**src/rtl/hcsr04_if.sv**
```systemverilog
// Trigger/echo link between a range-sensor master and an HC-SR04 responder,
// plus the responder's status strobes.
interface hcsr04_if;
  logic       trigger;
  logic [8:0] distance_cm;
  logic       no_target;
  logic       echo;
  logic       busy;
  logic       done;
  logic       trig_short;

  modport master (
    output trigger, distance_cm, no_target,
    input  echo, busy, done, trig_short
  );

  modport slave (
    input  trigger, distance_cm, no_target,
    output echo, busy, done, trig_short
  );
endinterface

```
**src/rtl/hcsr04_responder.sv**
```systemverilog
// HC-SR04 sensor model: qualifies a trigger pulse, waits a burst delay, then returns an
// echo whose width is distance_cm*CYCLES_PER_CM, or TIMEOUT_CYCLES for no/invalid target.
module hcsr04_responder #(
  parameter int TRIG_MIN_CYCLES    = 500,
  parameter int BURST_DELAY_CYCLES = 12500,
  parameter int CYCLES_PER_CM      = 2900,
  parameter int MAX_CM             = 400,
  parameter int TIMEOUT_CYCLES     = 1900000,
  parameter int HOLDOFF_CYCLES     = 500000
) (
  input  logic     clk,
  input  logic     rst,
  hcsr04_if.slave  bus
);

  localparam int MAX_BH  = (BURST_DELAY_CYCLES > HOLDOFF_CYCLES) ? BURST_DELAY_CYCLES : HOLDOFF_CYCLES;
  localparam int MAX_TC  = (TIMEOUT_CYCLES > CYCLES_PER_CM) ? TIMEOUT_CYCLES : CYCLES_PER_CM;
  localparam int MAX_ALL = (MAX_BH > MAX_TC) ? MAX_BH : MAX_TC;
  localparam int CW      = $clog2(MAX_ALL + 1);
  localparam int HW      = $clog2(TRIG_MIN_CYCLES + 1);

  typedef enum logic [2:0] {IDLE, TRIG_HI, BURST, ECHO, HOLDOFF} state_t;

  state_t        state_r, state_n;
  logic          sync1_r, trig_s, trig_d_r;
  logic [HW-1:0] hi_cnt_r, hi_cnt_n;
  logic [CW-1:0] cnt_r, cnt_n;
  logic [CW-1:0] sub_lim_r, sub_lim_n;
  logic [8:0]    cm_cnt_r, cm_cnt_n;
  logic [8:0]    cm_lim_r, cm_lim_n;
  logic          echo_r, echo_n;
  logic          busy_r, busy_n;
  logic          done_r, done_n;
  logic          short_r, short_n;
  logic          rise_s, fall_s, timeout_s;

  assign rise_s    = trig_s & ~trig_d_r;
  assign fall_s    = ~trig_s & trig_d_r;
  assign timeout_s = bus.no_target || (bus.distance_cm == 9'd0) || (bus.distance_cm > 9'(MAX_CM));

  // Two-stage synchronizer for the asynchronous trigger, plus the edge-detect copy.
  always_ff @(posedge clk) begin
    if (rst) begin
      sync1_r  <= 1'b0;
      trig_s   <= 1'b0;
      trig_d_r <= 1'b0;
    end else begin
      sync1_r  <= bus.trigger;
      trig_s   <= sync1_r;
      trig_d_r <= trig_s;
    end
  end

  // Next-state and next-output logic for the measurement sequence.
  always_comb begin
    state_n   = state_r;
    hi_cnt_n  = hi_cnt_r;
    cnt_n     = cnt_r;
    sub_lim_n = sub_lim_r;
    cm_cnt_n  = cm_cnt_r;
    cm_lim_n  = cm_lim_r;
    echo_n    = echo_r;
    done_n    = 1'b0;
    short_n   = 1'b0;
    case (state_r)
      IDLE: begin
        if (rise_s) begin
          state_n  = TRIG_HI;
          hi_cnt_n = HW'(1);
        end else begin
          state_n  = IDLE;
        end
      end
      TRIG_HI: begin
        if (fall_s) begin
          if (hi_cnt_r >= HW'(TRIG_MIN_CYCLES)) begin
            // Echo length is held as (cm limit, sub limit) so ECHO needs no multiplier.
            state_n   = BURST;
            cnt_n     = '0;
            cm_cnt_n  = 9'd0;
            cm_lim_n  = timeout_s ? 9'd0 : (bus.distance_cm - 9'd1);
            sub_lim_n = timeout_s ? CW'(TIMEOUT_CYCLES - 1) : CW'(CYCLES_PER_CM - 1);
          end else begin
            short_n   = 1'b1;
            state_n   = IDLE;
          end
        end else if (hi_cnt_r < HW'(TRIG_MIN_CYCLES)) begin
          hi_cnt_n = hi_cnt_r + HW'(1);
        end else begin
          hi_cnt_n = hi_cnt_r;
        end
      end
      BURST: begin
        if (cnt_r == CW'(BURST_DELAY_CYCLES - 1)) begin
          echo_n   = 1'b1;
          state_n  = ECHO;
          cnt_n    = '0;
          cm_cnt_n = 9'd0;
        end else begin
          cnt_n    = cnt_r + CW'(1);
        end
      end
      ECHO: begin
        if (cnt_r == sub_lim_r) begin
          cnt_n = '0;
          if (cm_cnt_r == cm_lim_r) begin
            echo_n  = 1'b0;
            done_n  = 1'b1;
            state_n = HOLDOFF;
          end else begin
            cm_cnt_n = cm_cnt_r + 9'd1;
          end
        end else begin
          cnt_n = cnt_r + CW'(1);
        end
      end
      HOLDOFF: begin
        if (cnt_r == CW'(HOLDOFF_CYCLES - 1)) begin
          state_n = IDLE;
          cnt_n   = '0;
        end else begin
          cnt_n   = cnt_r + CW'(1);
        end
      end
      default: begin
        state_n = IDLE;
        echo_n  = 1'b0;
        cnt_n   = '0;
      end
    endcase
    busy_n = (state_n != IDLE);
  end

  // State, counters and registered outputs.
  always_ff @(posedge clk) begin
    if (rst) begin
      state_r   <= IDLE;
      hi_cnt_r  <= '0;
      cnt_r     <= '0;
      sub_lim_r <= '0;
      cm_cnt_r  <= 9'd0;
      cm_lim_r  <= 9'd0;
      echo_r    <= 1'b0;
      busy_r    <= 1'b0;
      done_r    <= 1'b0;
      short_r   <= 1'b0;
    end else begin
      state_r   <= state_n;
      hi_cnt_r  <= hi_cnt_n;
      cnt_r     <= cnt_n;
      sub_lim_r <= sub_lim_n;
      cm_cnt_r  <= cm_cnt_n;
      cm_lim_r  <= cm_lim_n;
      echo_r    <= echo_n;
      busy_r    <= busy_n;
      done_r    <= done_n;
      short_r   <= short_n;
    end
  end

  assign bus.echo       = echo_r;
  assign bus.busy       = busy_r;
  assign bus.done       = done_r;
  assign bus.trig_short = short_r;

endmodule
```
**src/flat_wrapper.sv**
```systemverilog
// flat-port wrapper written by rule: the top's interface ports become plain ports
module hcsr04_responder_flat 
#(
  parameter int TRIG_MIN_CYCLES    = 500,
  parameter int BURST_DELAY_CYCLES = 12500,
  parameter int CYCLES_PER_CM      = 2900,
  parameter int MAX_CM             = 400,
  parameter int TIMEOUT_CYCLES     = 1900000,
  parameter int HOLDOFF_CYCLES     = 500000
)
  (clk, rst, bus_trigger, bus_distance_cm, bus_no_target, bus_echo, bus_busy, bus_done, bus_trig_short);
  hcsr04_if bus_i ();
  input  logic clk;
  input  logic rst;
  input wire logic [$bits(bus_i.trigger)-1:0] bus_trigger;
  input wire logic [$bits(bus_i.distance_cm)-1:0] bus_distance_cm;
  input wire logic [$bits(bus_i.no_target)-1:0] bus_no_target;
  output wire logic [$bits(bus_i.echo)-1:0] bus_echo;
  output wire logic [$bits(bus_i.busy)-1:0] bus_busy;
  output wire logic [$bits(bus_i.done)-1:0] bus_done;
  output wire logic [$bits(bus_i.trig_short)-1:0] bus_trig_short;
  assign bus_i.trigger = bus_trigger;
  assign bus_i.distance_cm = bus_distance_cm;
  assign bus_i.no_target = bus_no_target;
  assign bus_echo = bus_i.echo;
  assign bus_busy = bus_i.busy;
  assign bus_done = bus_i.done;
  assign bus_trig_short = bus_i.trig_short;
  hcsr04_responder #(.TRIG_MIN_CYCLES(TRIG_MIN_CYCLES), .BURST_DELAY_CYCLES(BURST_DELAY_CYCLES), .CYCLES_PER_CM(CYCLES_PER_CM), .MAX_CM(MAX_CM), .TIMEOUT_CYCLES(TIMEOUT_CYCLES), .HOLDOFF_CYCLES(HOLDOFF_CYCLES)) u_core (.clk(clk), .rst(rst), .bus(bus_i));
endmodule
```
**config.mk**
```make
export PLATFORM = sky130hd
export DESIGN_NAME = hcsr04_responder_flat
export DESIGN_NICKNAME = d
export VERILOG_FILES = /design/src/rtl/hcsr04_if.sv /design/src/rtl/hcsr04_responder.sv /design/src/flat_wrapper.sv
export SDC_FILE = /design/constraint.sdc
export NUM_CORES = 1
export LEC_CHECK = 0
export CORE_MARGIN = 3
export CORE_UTILIZATION = 60
export CTS_CLUSTER_DIAMETER = 60
export DETAILED_ROUTE_END_ITERATION = 16
export PLACE_DENSITY = 0.8
export SETUP_SLACK_MARGIN = 0.4
export SYNTH_ARGS = -nofsm -noshare
export SYNTH_HDL_FRONTEND = slang
export SYNTH_SLANG_ARGS = --single-unit
```
**constraint.sdc**
```tcl
create_clock -name clk -period 3.4 [get_ports clk]
set_input_delay 0.68 -clock clk [delete_from_list [all_inputs] [get_ports clk]]
set_output_delay 0.68 -clock clk [all_outputs]
set_load 0.05 [all_outputs]
```
==> metrics.md <==
| Metric | Value |
|---|---|
| Avg Vias per Cell | `6.18` |
| Number of design rule violations left after detail routing | `0` |
| EDFF count, synth | `0` |
| Share of synthesized area occupied by flip-flops and latches | `0.383` |
| Die extent in x | `78.9 um` |
| Most frequent cell after synthesis | `dfxtp_1` |
| Most used standard cells in the synthesized netlist | `61 x dfxtp_1, 54 x nor2_1, 33 x xor2_1` |
| Placed standard-cell area | `0.00339 mm2` |
| Cells after synthesis | `382` |
| Routed Antenna Nets | `0` |
| Layout Cell Area excl Fill | `0.00359 mm2` |
| Final Hold Viols | `0` |
| Final core utilization | `0.731` |
| Share of final-layout standard cells stronger than drive strength 1 | `0.0796` |
| Via count of the first global-routing pass | `2679` |
| Max cap viols | `0` |
| Sinks on Clock Net | `61` |
| Period minus WS final | `2.66 ns` |
| Tightest Hold Check Type | `reg2reg` |
| Area of the mapped netlist | `0.00319 mm2` |
| Quantity of gates resized following cts | `0` |
| CTS tree | `yes` |
| Sum of routed wire length over all layers | `7.16 mm` |
| Core Footprint | `0.00491 mm2` |
| Post-CTS Setup Repair Bufs | `0` |
| Critical-path maximum fanout | `17` |
| Number of max-slew violations in the final report | `0` |
| Final setup viols | `0` |
| Final setup skew | `0.00601 ns` |
| Die extent in y | `78.9 um` |
| Worst rel slew slack | `0.514` |
| Hold_buf cts | `0` |
| Crit path capture type | `flip-flop` |
| Final estimated routing congestion in global placement | `0.862` |
| Worst vdd rail ir drop | `0.257 mV` |
| Share of Yosys cell area claimed by the top area cell type | `0.383` |
| Final non-filler cell total | `469` |
| Clk buf depth | `2` |
| Wire length of the first global-routing pass | `12.5 mm` |
| Die area | `0.00622 mm2` |
| RSZ-0062 raised after global routing | `false` |
| Ports placed on the boundary | `17` |
| Distinct cell type count of the synthesized netlist | `51` |
| Master of the slowest instance on the critical path | `o21bai_2` |
| Total buffers and inverters traversed by the critical path | `0` |
| Layout Nets | `416` |
| Worst setup SP type | `flip-flop` |
| Mean cell area of the mapped netlist | `8.34 um2` |
| H-Tree Level Count | `3` |
| Total Negative Setup Slacks | `0 ns` |
| Critical path arrival | `2.86 ns` |
| Clock latency at the later pin of the worst-skew pair | `0.34 ns` |
| Fin crit share | `0.781` |
| Synth Warn # | `0` |
| Top FF cell, synth | `dfxtp_1` |
| Syn Nets | `400` |
| Cell leakage power | `1.37 nW` |
| Worst slew pin tran | `0.728 ns` |
| Cell count after placement | `454` |
| Via count | `2897` |
| Highest attainable clock frequency | `0.376 GHz` |
| Worst Setup Path Type | `reg2reg` |
| Area Growth Syn to Fin | `12.7%` |
| ANT cells | `0` |
| GR Overflow Total | `0` |
| Count of TritonRoute iterations in the first routing pass | `5` |
| Largest stage delay, worst path | `0.62 ns` |
| Clk pin slew, worst setup/hold paths | `0.07 ns` |
| Worst hold slack | `0.444 ns` |
| Post-synth ARST share | `0` |
| Power per Cell Area | `403 mW/mm2` |
| Root buffer cell | `clkbuf_8` |
| Run status | `finished, final reports clean` |
| Family with the most delay on the worst path | `compound AO/OA/AOI/OAI gates` |
| Largest net degree at the start of global routing | `23` |
| Clock buffers created by TritonCTS | `9` |
| Wire length per cell after detailed routing | `15.3 um` |
| Gr usage total | `0.253` |
| Violation count after the first detailed-route iteration | `230` |
| Initial Utilization | `0.649` |
| Endpoint required time on the critical path | `3.60 ns` |
| Antenna violations before repair | `0` |
| Total number of placement rows | `25` |
| Buffers on Ports | `16` |
| Main area contributors after synthesis | `dfxtp_1 38%, xor2_1 9.1%, nor2_1 6.4%, nand4_1 4.3%, nand3_1 2.8%` |
| Post-synthesis cell type with the largest combined area | `dfxtp_1` |
| Post-DP HPWL | `4.98 mm` |
| Flops & latches, synth | `61` |
| Cells along the critical path | `or4_4, a222oi_1, and4_2, o21ai_1, o21bai_2, nor2_1` |
==> final timing paths <==
check | from | to | slack, ns | cells after the start
setup / recovery | u_core.cnt_r[2] | u_core.cnt_r[13] | 0.74 | 6
setup reg to reg | u_core.cnt_r[2] | u_core.cnt_r[13] | 0.74 | 6
hold / removal | u_core.sync1_r | u_core.trig_s | 0.44 | 1
hold reg to reg | u_core.sync1_r | u_core.trig_s | 0.44 | 1
==> state kept, by name, summed over array words and instances (netlist names) <==
| register | flops |
|---|---|
| u_core.cm_lim_r | 9 |
| u_core.bus.busy | 1 |
| u_core.sub_lim_r | 3 |
| u_core.hi_cnt_r | 9 |
| u_core.trig_s | 1 |
| u_core.cm_cnt_r | 9 |
| u_core.bus.done | 1 |
| u_core.sync1_r | 1 |
| u_core.trig_d_r | 1 |
| u_core.bus.echo | 1 |
| u_core.state_r | 3 |
| u_core.cnt_r | 21 |
| u_core.bus.trig_short | 1 |
==> layout make-up <==
| type | instances | area (um2) |
|---|---|---|
| multi-input combinational | 293 | 1850 |
| fill | 406 | 1320 |
| tap | 67 | 83.8 |
| inverter | 12 | 45.0 |
| clock buffer | 11 | 151 |
| clock inverter | 4 | 47.5 |
| sequential | 61 | 1220 |
| timing repair buffer | 21 | 198 |
==> through the flow <==
| step | total power [mW] | setup WS (ns) |
|---|---|---|
| 2_1_floorplan | 0.783 | 0.947 |
| 3_3_place_gp | 0.812 | 0.632 |
| 3_5_place_dp | 0.813 | 0.476 |
| 4_1_cts | 1.46 | 0.776 |
| 5_1_grt | 1.50 | 0.505 |
| 6_report | 1.45 | 0.744 |
==> power breakdown <==
group / total (mW) / internal, mW / switching, mW
registers: 0.725 / 0.719 / 0.00606
clock network: 0.648 / 0.371 / 0.276
logic: 0.0729 / 0.0311 / 0.0418
==> placed cells by master (no fill, tap or decap), drive strengths merged, types with 9 or more instances in the layout <==
cell type and n:
inv 12, and3 11, a22oi 9, nor3 14, nand3 18, or4 12, xor2 33, a21oi 17
nand4 22, clkdlybuf4s50 16, nand2 23, dfxtp 61, nor2 54, clkbuf 11
==> metal layers <==
metal	up-vias	GRT usage	share of wire
li1	1424	-	-
met1	1374	0.327	0.47
met2	85	0.398	0.46
met3	14	0.0658	0.054
met4	0	0.108	0.017
met5	-	0	0
==> cells by family (layout without fill, tap and decap cells) <==
group / Yosys count / after routing / share of synthesized area
and+or+nand+nor: 187 / 187 / 0.314
DFF: 61 / 61 / 0.383
AOI/OAI and AO/OA: 58 / 58 / 0.125
xor gates and xnor gates: 39 / 39 / 0.107
buffers and inverters: 28 / 48 / 0.0377
adders and majority gates: 5 / 5 / 0.0196
muxes: 4 / 4 / 0.0126
Power figures use the tool's default switching activity.
